### src/rtl/fetch_sequencer_if.sv
// Fetch sequencer bus: control in, BRAM address/data, decode-side stream out.
// slave = fetch_sequencer side, master = environment (BRAM + decode + control).
interface fetch_sequencer_if #(
  parameter int ADDR_W = 12,
  parameter int INST_W = 16
);
  logic              start;
  logic              stall;
  logic              branch_taken;
  logic [ADDR_W-1:0] branch_target;
  logic [INST_W-1:0] inst_in;
  logic [ADDR_W-1:0] address;
  logic [INST_W-1:0] if_inst;
  logic [ADDR_W-1:0] if_pc;
  logic              if_valid;
  logic              running;

  modport slave (
    input  start,
    input  stall,
    input  branch_taken,
    input  branch_target,
    input  inst_in,
    output address,
    output if_inst,
    output if_pc,
    output if_valid,
    output running
  );

  modport master (
    output start,
    output stall,
    output branch_taken,
    output branch_target,
    output inst_in,
    input  address,
    input  if_inst,
    input  if_pc,
    input  if_valid,
    input  running
  );
endinterface

### src/rtl/fetch_sequencer.sv
// Fetch sequencer: owns the PC, drives BRAM addra, tags reads through the
// BRAM latency and presents an in-order {if_inst, if_pc, if_valid} stream.
// Ports: clk, rst (sync, active high), bus (fetch_sequencer_if.slave):
//   start, stall, branch_taken, branch_target, inst_in (BRAM douta) in;
//   address (BRAM addra), if_inst, if_pc, if_valid, running out.
// Optional: define HALT_DETECT_EN to stop fetching on HALT_OPCODE.
module fetch_sequencer #(
  parameter int                ADDR_W      = 12,
  parameter int                INST_W      = 16,
  parameter int                MEM_LATENCY = 1,
  parameter logic [ADDR_W-1:0] RESET_ADDR  = 12'h000,
  parameter logic [ADDR_W-1:0] START_ADDR  = 12'h004,
  parameter logic [INST_W-1:0] HALT_OPCODE = 16'hFFFF
) (
  input logic              clk,
  input logic              rst,
  fetch_sequencer_if.slave bus
);

  localparam logic [1:0] S_IDLE = 2'd0;
  localparam logic [1:0] S_RUN  = 2'd1;
`ifdef HALT_DETECT_EN
  localparam logic [1:0] S_HALT = 2'd2;
`endif

  typedef struct packed {
    logic              v;
    logic [ADDR_W-1:0] pc;
  } tag_t;

  logic [1:0]        state_q;
  logic [ADDR_W-1:0] addr_q;
  tag_t              tag_q [MEM_LATENCY];
  logic              if_v_q;
  logic [ADDR_W-1:0] if_pc_q;
  logic [INST_W-1:0] if_inst_q;

  logic              redir;
  logic [ADDR_W-1:0] redir_pc;
  logic              old_v;
  logic [ADDR_W-1:0] old_pc;
  logic              halt_hit;
  logic              issue;

  // Branches only redirect a running fetch; start always (re)starts.
  always_comb begin
    redir    = 1'b0;
    redir_pc = START_ADDR;
    if (bus.branch_taken && state_q == S_RUN) begin
      redir    = 1'b1;
      redir_pc = bus.branch_target;
    end else if (bus.start) begin
      redir    = 1'b1;
    end
  end

  // Oldest in-flight read: the first PC not yet handed to decode.
  always_comb begin
    old_v  = 1'b0;
    old_pc = addr_q;
    for (int i = 0; i < MEM_LATENCY; i++) begin
      if (tag_q[i].v) begin
        old_v  = 1'b1;
        old_pc = tag_q[i].pc;
      end
    end
  end

`ifdef HALT_DETECT_EN
  assign halt_hit = tag_q[MEM_LATENCY-1].v &&
                    (bus.inst_in == HALT_OPCODE);
`else
  logic unused_halt;
  assign unused_halt = ^HALT_OPCODE;
  assign halt_hit    = 1'b0;
`endif

  assign issue = (state_q == S_RUN) && !halt_hit;

  always_ff @(posedge clk) begin
    if (rst) begin
      state_q   <= S_IDLE;
      addr_q    <= RESET_ADDR;
      if_v_q    <= 1'b0;
      if_pc_q   <= '0;
      if_inst_q <= '0;
      for (int i = 0; i < MEM_LATENCY; i++)
        tag_q[i] <= '0;
    end else if (redir) begin
      state_q <= S_RUN;
      addr_q  <= redir_pc;
      if_v_q  <= 1'b0;
      for (int i = 0; i < MEM_LATENCY; i++)
        tag_q[i] <= '0;
    end else if (bus.stall) begin
      // Drop in-flight reads and rewind so they
      // are refetched once decode accepts again.
      for (int i = 0; i < MEM_LATENCY; i++)
        tag_q[i] <= '0;
      if (old_v)
        addr_q <= old_pc;
    end else begin
      for (int i = MEM_LATENCY - 1; i > 0; i--)
        tag_q[i] <= tag_q[i-1];
      tag_q[0] <= '{v: issue, pc: addr_q};
      if (issue)
        addr_q <= addr_q + ADDR_W'(1);
      if_v_q <= tag_q[MEM_LATENCY-1].v;
      if (tag_q[MEM_LATENCY-1].v) begin
        if_pc_q   <= tag_q[MEM_LATENCY-1].pc;
        if_inst_q <= bus.inst_in;
      end
`ifdef HALT_DETECT_EN
      if (halt_hit) begin
        state_q <= S_HALT;
        for (int i = 0; i < MEM_LATENCY; i++)
          tag_q[i] <= '0;
      end
`endif
    end
  end

  assign bus.address  = addr_q;
  assign bus.if_inst  = if_inst_q;
  assign bus.if_pc    = if_pc_q;
  assign bus.if_valid = if_v_q;
  assign bus.running  = (state_q == S_RUN);

endmodule

### src/flat_wrapper.sv
// flat-port wrapper written by rule: the top's interface ports become plain ports
module fetch_sequencer_flat 
#(
  parameter int                ADDR_W      = 12,
  parameter int                INST_W      = 16,
  parameter int                MEM_LATENCY = 1,
  parameter logic [ADDR_W-1:0] RESET_ADDR  = 12'h000,
  parameter logic [ADDR_W-1:0] START_ADDR  = 12'h004,
  parameter logic [INST_W-1:0] HALT_OPCODE = 16'hFFFF
)
  (clk, rst, bus_start, bus_stall, bus_branch_taken, bus_branch_target, bus_inst_in, bus_address, bus_if_inst, bus_if_pc, bus_if_valid, bus_running);
  fetch_sequencer_if #(.ADDR_W(ADDR_W), .INST_W(INST_W)) bus_i ();
  input logic clk;
  input logic rst;
  input wire logic [$bits(bus_i.start)-1:0] bus_start;
  input wire logic [$bits(bus_i.stall)-1:0] bus_stall;
  input wire logic [$bits(bus_i.branch_taken)-1:0] bus_branch_taken;
  input wire logic [$bits(bus_i.branch_target)-1:0] bus_branch_target;
  input wire logic [$bits(bus_i.inst_in)-1:0] bus_inst_in;
  output wire logic [$bits(bus_i.address)-1:0] bus_address;
  output wire logic [$bits(bus_i.if_inst)-1:0] bus_if_inst;
  output wire logic [$bits(bus_i.if_pc)-1:0] bus_if_pc;
  output wire logic [$bits(bus_i.if_valid)-1:0] bus_if_valid;
  output wire logic [$bits(bus_i.running)-1:0] bus_running;
  assign bus_i.start = bus_start;
  assign bus_i.stall = bus_stall;
  assign bus_i.branch_taken = bus_branch_taken;
  assign bus_i.branch_target = bus_branch_target;
  assign bus_i.inst_in = bus_inst_in;
  assign bus_address = bus_i.address;
  assign bus_if_inst = bus_i.if_inst;
  assign bus_if_pc = bus_i.if_pc;
  assign bus_if_valid = bus_i.if_valid;
  assign bus_running = bus_i.running;
  fetch_sequencer #(.ADDR_W(ADDR_W), .INST_W(INST_W), .MEM_LATENCY(MEM_LATENCY), .RESET_ADDR(RESET_ADDR), .START_ADDR(START_ADDR), .HALT_OPCODE(HALT_OPCODE)) u_core (.clk(clk), .rst(rst), .bus(bus_i));
endmodule
### config.mk
export PLATFORM = sky130hd
export DESIGN_NAME = fetch_sequencer_flat
export DESIGN_NICKNAME = d
export VERILOG_FILES = /design/src/rtl/fetch_sequencer_if.sv /design/src/rtl/fetch_sequencer.sv /design/src/flat_wrapper.sv
export SDC_FILE = /design/constraint.sdc
export NUM_CORES = 1
export LEC_CHECK = 0
export CAP_MARGIN = 5
export CORE_MARGIN = 8
export CORE_UTILIZATION = 42
export CTS_CLUSTER_SIZE = 40
export DETAILED_ROUTE_END_ITERATION = 8
export HOLD_SLACK_MARGIN = 0.06
export PLACE_DENSITY = 0.75
export SYNTH_ARGS = -nofsm -noshare
export SYNTH_HDL_FRONTEND = slang
export SYNTH_SLANG_ARGS = --single-unit
export TNS_END_PERCENT = 30
### constraint.sdc
create_clock -name clk -period 1.68 [get_ports clk]
set_clock_uncertainty 0.15 [all_clocks]
set_input_delay 0.336 -clock clk [delete_from_list [all_inputs] [get_ports clk]]
set_output_delay 0.336 -clock clk [all_outputs]
set_load 0.005 [all_outputs]
==> reports/metrics.csv <==
stage,metric,value,unit
cells_and_area,layout cells sized above 1,0.247,
route,DR vias,2317,
placed_design,HPWL reported at the end of detailed placement,5020,µm
route,Detailed Route WL,6790,µm
synth,YS warnings,0,
synth,post-synth top area share,0.329,
synth,"area leader, netlist",dfxtp_1,
synth,ys flop type,dfxtp_1,
worst_setup_path,Top Family by Delay on Critical Path,buffers and inverters,
cells_and_area,Final Util,0.648,
synth,Yosys reg bits,55,
floorplanning,Core Box Area,0.00589,mm²
route,Via density,4.99,
sta,fmax,608,MHz
cells_and_area,area grow syn2layout,49.2,%
sta,Pins Over Slew Limit,0,
floorplanning,Initial Util,0.434,
placed_design,IO Port Bufs,74,
power,Final Power,2.64,mW
worst_setup_path,crit end category,output port,
cells_and_area,Antenna Cells,0,
sta,endpoints failing hold,0,
worst_setup_path,CP Class,register to output port,
floorplanning,Die X-Extent,94.0,µm
grt,first-pass GRT wire length,11300,µm
route,DRT Pass-1 Iters,4,
cts,H-tree Lvls,2,
worst_setup_path,crit-path cells,clkdlybuf4s50_1,
grt,number of global-route vias before repair,2353,
grt,initial antenna violation count,0,
cells_and_area,fin nets,422,
worst_setup_path,delay of the slowest critical-path stage,490,ps
worst_setup_path,startpoint type of the worst setup path,register,
worst_setup_path,CP bufs+invs,1,
sta,Hold Slack,154,ps
power,LEAKAGE,1.74,nW
cts,clock root cell,clkbuf_8,
grt,met1 global-route usage,0.193,
sta,final setup TNS,0,ps
worst_setup_path,crit path max fanout,2,
cells_and_area,FF/Latch Area,0.00127,mm²
grt,GR Util met2,0.263,
synth,Mapped Area,0.00255,mm²
route,Routed wire per std cell,14.6,µm
cells_and_area,Finished Layout Cells,464,
worst_setup_path,Worst EP arrival,1160,ps
placed_design,placed cells,448,
hold_path,worst hold-check path type,input port to register,
synth,Synth area leaders,"dfxtp_1 (33%), edfxtp_1 (15%), nand2_1 (9.7%), a21oi_2 (4.8%), a21oi_1 (4.3%)",
grt,met3 Usage GRT,0.0424,
sta,fin crit share,0.978,
cts,CTS tree,done,
synth,register area share after synthesis,0.482,
sta,Tmin final,1640,ps
route,DRC Markers,0,
route,DRT antenna net count,0,
floorplanning,io pins,75,
cts,worst-skew pair later-pin latency,300,ps
sta,unrepaired setup endpoints after global routing,true,
floorplanning,height of the die,94.0,µm
power,power per cell area,693,mW/mm²
synth,number of flops mapped to enable cells by yosys,13,
grt,grt ovf,0,
power,worst vdd ir,0.000351,V
cts,number of buffers created by CTS,5,
floorplanning,# rows,28,
status,outcome,"complete, no violations",
cts,Clock transition at path regs,90,ps
cells_and_area,fillers,496,
cts,CTS sink cnt,55,
synth,Post-Syn Area per Cell,9.35,µm²
synth,Cells after Synth,273,
grt,busiest layer in global routing,met2,
worst_setup_path,Worst path slowest cell,clkdlybuf4s50_1,
sta,Final Setup Violations,0,
worst_setup_path,CP required,1190,ps
flow_run,MaxCap Viol Count,0,
placed_design,GPL Wtd Cong,0.853,
grt,All-Layer GR Usage,0.157,
cts,Max clock buf depth,2,
cells_and_area,area of the multi-input gates,0.00124,mm²
route,Iter 0 DRT Violations,78,
floorplanning,Die Area,0.00883,mm²
synth,Yosys cell types,45,
synth,"Async S/R FF share, synth",0,
grt,maximum number of pins on one net before global-route repair,22,
==> sequential cells by signal, summed over array words and instances, names as in the netlist <==
signal	flops
u_core.bus.if_inst	16
u_core.tag_q	13
u_core.bus.address	12
u_core.bus.if_pc	12
u_core.bus.if_valid	1
u_core.state_q	1
==> cell families after synthesis <==
| family | Yosys count | share of synthesized area |
|---|---|---|
| buf+inv | 22 | 0.0598 |
| other cells | 1 | 0.00147 |
| simple gates | 115 | 0.221 |
| xor+xnor | 8 | 0.0274 |
| flops | 55 | 0.482 |
| mux | 3 | 0.0122 |
| compound gates | 68 | 0.191 |
| fa+ha+maj | 1 | 0.00490 |
==> final cells by class <==
| type | count | area share |
|---|---|---|
| clock buffers | 8 | 0.0210 |
| repair buffers | 115 | 0.293 |
| flip-flops and latches | 55 | 0.333 |
| multi-input cells | 208 | 0.325 |
| well taps | 75 | 0.0246 |
| inverters | 3 | 0.00295 |
==> synth_stat cells (3+ instances only) <==
| cell type | instances |
|---|---|
| xor2_1 | 4 |
| clkbuf_1 | 4 |
| nand3_1 | 5 |
| buf_2 | 3 |
| a21oi_2 | 14 |
| a221o_1 | 3 |
| a221oi_1 | 4 |
| xnor2_1 | 4 |
| o21ai_0 | 10 |
| a211oi_2 | 3 |
| nor2_1 | 12 |
| edfxtp_1 | 13 |
| buf_4 | 4 |
| buf_6 | 6 |
| a21o_1 | 4 |
| and2_1 | 13 |
| nor3_1 | 5 |
| a21oi_1 | 22 |
| nand2_1 | 66 |
| inv_1 | 3 |
| dfxtp_1 | 42 |
==> layout by cell type (no fill, tap or decap), drive strengths merged, types with 3 or more instances in the layout <==
cell type	n
a211oi	5
a21o	4
a21oi	36
a221o	3
a221oi	5
and2	14
buf	42
clkbuf	8
clkdlybuf4s50	47
conb	13
dfxtp	42
dlygate4sd2	7
dlymetal6s2s	19
edfxtp	13
inv	3
nand2	66
nand3	7
nor2	14
nor3	7
o21ai	10
xnor2	4
xor2	4
==> worst paths after layout <==
check | cells after the start | slack (ps) | startpoint | to
worst max-delay path | 1 | 40 | u_core.bus.address[11] | bus_address[11]
worst min-delay path | 2 | 150 | rst | u_core.bus.if_valid
worst max register to register | 6 | 40 | u_core.bus.address[0] | u_core.bus.address[8]
worst min register to register | 2 | 310 | u_core.bus.if_pc[3] | u_core.bus.if_pc[3]
==> per-stage QoR <==
| step | worst slack [ps] | cell area, µm² |
|---|---|---|
| floorplan | 16.0 | 2600 |
| global placement | -386 | 3560 |
| detailed placement | -467 | 3560 |
| CTS | -41.8 | 3740 |
| global route | -26.8 | 3810 |
| finish | 36.6 | 3810 |
==> repair_timing <==
item | in CTS | in global routing
gates resized for setup | 31 | 29
cloned | 1 | 0
pin swaps | 1 | 2
setup buffers | 5 | 2
hold buffers | 0 | 0
endpoints found under the setup margin | 60 | 30
==> routing by layer <==
metal	part of all wire	vias up	wire, µm
li1	-	1159	-
met1	0.45	1071	3040
met2	0.47	75	3180
met3	0.067	12	452
met4	0.017	0	114
met5	0	-	0
==> report_power, final <==
part	leakage, nW	switching, mW	internal [mW]
logic	1.21	0.223	0.277
clock network	0.0395	0.398	0.297
registers	0.485	0.0385	1.41
No activity file was read; power rests on OpenSTA's default activity.
